File: config.mk
export PLATFORM = sky130hd
export DESIGN_NAME = fetch_stage
export DESIGN_NICKNAME = d
export VERILOG_FILES = /design/src/rtl/fetch_stage.sv
export SDC_FILE = /design/constraint.sdc
export NUM_CORES = 1
export LEC_CHECK = 0
export ABC_CLOCK_PERIOD_IN_PS = 5450
export BUFFER_PORTS_ARGS = -buffer_cell sky130_fd_sc_hd__buf_2
export CORE_UTILIZATION = 40
export CTS_CLUSTER_SIZE = 30
export DETAILED_ROUTE_END_ITERATION = 10
export PLACE_DENSITY_LB_ADDON = 0.05
export SLEW_MARGIN = 20
export SYNTH_ARGS = -nofsm -noshare
export SYNTH_HDL_FRONTEND = slang
export SYNTH_SLANG_ARGS = --single-unit
File: constraint.sdc
create_clock -name clk -period 5.45 [get_ports clk]
set_input_delay 1.09 -clock clk [delete_from_list [all_inputs] [get_ports clk]]
set_output_delay 1.09 -clock clk [all_outputs]
set_load 0.01 [all_outputs]
File: src/rtl/fetch_stage.sv
// Instruction fetch stage: holds the fetch PC, issues word requests to
// instruction memory under a credit limit, and buffers the returned
// instructions in an in-order FIFO that feeds the decoder.
// A redirect flushes the FIFO and marks in-flight responses for discard.
//
// Ports:
//   clk, rst_n                       clock, async active-low reset
//   redirect_valid/redirect_pc       flush and restart fetch at redirect_pc
//   imem_req_valid/addr/ready        request handshake to instruction memory
//   imem_resp_valid/data             in-order response words
//   dec_valid/inst/pc/ready          FIFO head presented to decode
module fetch_stage #(
  parameter logic [31:0] RESET_PC = 32'h0000_0000,
  parameter int unsigned DEPTH    = 2
) (
  input  logic        clk,
  input  logic        rst_n,
  input  logic        redirect_valid,
  input  logic [31:0] redirect_pc,
  output logic        imem_req_valid,
  output logic [31:0] imem_req_addr,
  input  logic        imem_req_ready,
  input  logic        imem_resp_valid,
  input  logic [31:0] imem_resp_data,
  output logic        dec_valid,
  output logic [31:0] dec_inst,
  output logic [31:0] dec_pc,
  input  logic        dec_ready
);

  localparam int unsigned AW = $clog2(DEPTH);
  localparam int unsigned CW = AW + 1;
  localparam int unsigned SW = CW + 1;

  logic          run_q;
  logic [31:0]   fetch_pc_q, fetch_pc_d;
  logic [CW-1:0] out_q, out_d;
  logic [CW-1:0] drop_q, drop_d;
  logic [CW-1:0] cnt_q, cnt_d;
  logic [AW-1:0] head_q, head_d, tail_q, tail_d;
  logic [AW-1:0] rhead_q, rhead_d, rtail_q, rtail_d;
  logic [31:0]   fifo_pc_q   [DEPTH];
  logic [31:0]   fifo_inst_q [DEPTH];
  logic [31:0]   rec_pc_q    [DEPTH];

  logic credit, accept, drop_now, keep, deq;
  logic unused_pc_lsbs;

  assign unused_pc_lsbs = ^redirect_pc[1:0];

  // Issue only while every possible response already has a FIFO slot.
  assign credit         = (SW'(out_q) + SW'(cnt_q)) < SW'(DEPTH);
  assign imem_req_valid = run_q & ~redirect_valid & credit;
  assign imem_req_addr  = fetch_pc_q;
  assign accept         = imem_req_valid & imem_req_ready;

  assign drop_now  = (drop_q != '0);
  assign keep      = imem_resp_valid & ~drop_now & ~redirect_valid;
  assign dec_valid = (cnt_q != '0);
  assign deq       = dec_valid & dec_ready & ~redirect_valid;
  assign dec_inst  = fifo_inst_q[head_q];
  assign dec_pc    = fifo_pc_q[head_q];

  // Next-state: counters, pointers and fetch PC; redirect overrides all.
  always_comb begin
    fetch_pc_d = fetch_pc_q;
    out_d      = out_q + CW'(accept) - CW'(imem_resp_valid);
    drop_d     = drop_q;
    cnt_d      = cnt_q + CW'(keep) - CW'(deq);
    head_d     = head_q + AW'(deq);
    tail_d     = tail_q + AW'(keep);
    rhead_d    = rhead_q + AW'(imem_resp_valid);
    rtail_d    = rtail_q + AW'(accept);
    if (drop_now && imem_resp_valid) begin
      drop_d = drop_q - CW'(1'b1);
    end
    if (accept) begin
      fetch_pc_d = fetch_pc_q + 32'd4;
    end
    if (redirect_valid) begin
      fetch_pc_d = {redirect_pc[31:2], 2'b00};
      // Everything still in flight after this cycle is stale.
      drop_d     = out_q - CW'(imem_resp_valid);
      cnt_d      = '0;
      head_d     = '0;
      tail_d     = '0;
    end
  end

  // State registers and storage arrays.
  always_ff @(posedge clk or negedge rst_n) begin
    if (!rst_n) begin
      run_q      <= 1'b0;
      fetch_pc_q <= RESET_PC;
      out_q      <= '0;
      drop_q     <= '0;
      cnt_q      <= '0;
      head_q     <= '0;
      tail_q     <= '0;
      rhead_q    <= '0;
      rtail_q    <= '0;
      for (int unsigned i = 0; i < DEPTH; i++) begin
        fifo_pc_q[i]   <= '0;
        fifo_inst_q[i] <= '0;
        rec_pc_q[i]    <= '0;
      end
    end else begin
      run_q      <= 1'b1;
      fetch_pc_q <= fetch_pc_d;
      out_q      <= out_d;
      drop_q     <= drop_d;
      cnt_q      <= cnt_d;
      head_q     <= head_d;
      tail_q     <= tail_d;
      rhead_q    <= rhead_d;
      rtail_q    <= rtail_d;
      // Request PC record: one entry per in-flight request, retired by its response.
      if (accept) begin
        rec_pc_q[rtail_q] <= fetch_pc_q;
      end
      if (keep) begin
        fifo_pc_q[tail_q]   <= rec_pc_q[rhead_q];
        fifo_inst_q[tail_q] <= imem_resp_data;
      end
    end
  end

endmodule

==> flow_summary.yaml <==
drt:
  avgRoutedWirePerCell_um: 17.6
  drt-total-wl_um: 23300
  vias_per_cell: 5.19
  initialDrtViolationCount: 309
  dr.pass1.iters: 4
  antenna_left: 0
  vias: 6882
  drc: 0
setup_path:
  max_stage_delay_ns: 1.05
  rr_startpoint: "cnt_q[0]"
  path_cells: "buf_4, mux2_2, buf_2"
  path_buf_inv: 2
  cp-end-kind: "output port"
  worst_ep_arrival_time_ns: 2.57
  required_ns: 4.36
  crit_path_start: "head_q"
  crit_slowest_cell: "dfrtp_2"
  criticalPathCategory: "reg -> out"
  cp-start-kind: "flop"
  cpLargestDelayFamily: "flip-flops"
  worstPathMaxFanout: 42
min_path:
  hold_path_startpoint: "fifo_inst_q[22]"
  hold_class: "reg -> reg"
timing:
  final.setup.tns_ns: 0
  slew_violations: 0
  min_period_over_period_pct: 67.1
  fmax_mhz: 274
  rsz0062_at_grt: "false"
  hold_viol: 0
  whs_ns: 0.500
  setup_viol: 0
  fin_crit_ns: 3.66
  skew_ns: 0.00756
  slew_headroom_pct: 29.9
  tightestPinTransition_ns: 1.05
global_routing:
  globalRoute.busiestLayer: "met2"
  grt_max_degree: 114
  grt_pass1_vias: 6971
  overflow: 0
  track_usage_pct: 18.3
  grt_pass1_wl_um: 38100
  grt.met2_usage_pct: 30.4
  antenna_found_initial: 0
  met1_usage_pct: 25.1
  grtUsageMet3_pct: 3.12
clock_network:
  clock_sinks: 225
  cts_tree: "built"
  path_clk_slew_ns: 0.06
  numCtsBuffers: 25
  cts-root-buf: "clkbuf_16"
  ctsLongestPathBuffers: 3
  clk_latency_ns: 0.51
  hold_buffers: 0
  cts.repair.resized: 0
  cts_setup_buffers: 0
  cts_max_level: 1
layout:
  fin_nets: 1061
  diodes: 0
  area_growth_pct: 18.4
  drive_above_1_share_pct: 40.5
floorplan:
  die_h_um: 162
  rows: 58
  initial_core_util_pct: 40.6
  pin_count: 168
  die_area_um2: 26200
  die_x_um: 162
  coreArea_um2: 25100
synth:
  yosys_warnings: 0
  synth.most_common_cell: "dfrtp_1"
  synth_top_flop_cell: "dfrtp_1"
  yosysTopAreaCell: "dfrtp_1"
  syn_area_um2: 10200
  synthCells: 836
  synth_common_cells: "225 x dfrtp_1, 188 x mux2_2, 86 x nor2_1, 63 x a21oi_1, 36 x clkbuf_1"
  yosys-top-cells-area: "dfrtp_1 55%, mux2_2 21%, nor2_1 3.2%"
  yosysUniqueCellTypes: 45
  synth-async-reset-ratio_pct: 100
  synth_edf_count: 0
  synth_area_per_cell_um2: 12.2
  synth_seq_area_share_pct: 55.2
  ys_seq_elements: 225
  synth_top_area_share_pct: 55.2
power:
  power-per-cell-area_nw_per_um2: 533
  total_power_mw: 6.44
  p_leak_nw: 5.47
  ir_drop_mv: 0.257
placement:
  io_buffers: 161
  gp_routability_congestion: 0.706
  hpwlAfterDp_um: 15100
job:
  cap_violations: 0
outcome:
  status: "finished clean"
cell type report:
type	instances	area, um^2
Clock buffer	39	738
Clock inverter	6	55.1
Multi-Input combinational cell	543	4310
Timing Repair Buffer	171	891
Tap cell	330	413
Inverter	13	48.8
Fill cell	2397	13000
Sequential cell	225	5630
metrics by stage:
stage	instances	area, um^2	setup WS, ns	util (%)
3_5_place_dp	1282	11300	1.83	45.0
3_3_place_gp	1282	11300	1.86	45.0
2_1_floorplan	839	10200	2.23	-
6_report	1327	12100	1.79	48.1
4_1_cts	1327	12100	1.70	48.1
5_1_grt	1327	12100	1.63	48.1
placed cells by master (no fill, tap or decap), types with 8 or more instances in the layout:
master       n
inv_1       12
clkbuf_1     8
nor2_1      86
nand4_1     11
mux2_2     188
or4_1       16
o31ai_1     16
xnor2_1      8
clkbuf_16   25
mux2i_1     31
a21oi_1     63
o21ai_0     12
dfrtp_1    223
nand2_1     21
ha_1         9
buf_2      160
nand3_1     13
a31oi_1     18
buf_4       10
registers in the layout, summed over array words and instances (netlist names):
register	count
rec_pc_q	60
rhead_q	1
tail_q	1
cnt_q	2
drop_q	2
fifo_inst_q	64
fifo_pc_q	60
rtail_q	1
out_q	2
head_q	1
run_q	1
imem_req_addr	30
metal layers:
metal | routed length, um | vias to the layer above | share of wire [%]
met5 | 0 | - | 0
met2 | 11000 | 155 | 47
li1 | - | 3278 | -
met1 | 10900 | 3425 | 47
met4 | 318 | 0 | 1.4
met3 | 1110 | 24 | 4.8
final timing paths:
| check | cells after the start | to | slack, ns |
|---|---|---|---|
| max | 3 | dec_inst[27] | 1.79 |
| min | 1 | fifo_inst_q[22] | 0.50 |
| max reg2reg | 9 | rec_pc_q[16] | 2.06 |
| min reg2reg | 1 | fifo_inst_q[22] | 0.50 |
| max in group asynchronous | 2 | fifo_pc_q[16] | 3.56 |
| min in group asynchronous | 1 | fifo_inst_q[10] | 0.64 |
report_power, final:
part	switching [mW]	internal, mW
clock network	0.652	0.972
registers	0.458	2.38
logic	0.872	1.11
total	1.98	4.46
cells by family (layout without fill, tap and decap cells):
logic type | count (synthesis) | after routing | synth area share (%)
AOI/OAI and AO/OA | 115 | 115 | 6.46
adders and majority gates | 12 | 12 | 1.54
and+or+nand+nor | 177 | 177 | 8.69
DFF | 225 | 225 | 55.2
xor gates and xnor gates | 15 | 15 | 1.29
buffers and inverters | 71 | 229 | 2.99
muxes | 219 | 219 | 23.8
other | 2 | 5 | 0.0736
worst reg2reg max path: cells and delay by family (launching register included):
| family | cells | cell delay [ns] |
|---|---|---|
| adders and majority gates | 2 | 1.19 |
| and+or+nand+nor | 3 | 0.81 |
| buffers and inverters | 3 | 0.57 |
| muxes | 1 | 0.38 |
| DFF | 1 | 0.33 |
(Power assumes the default switching activity.)
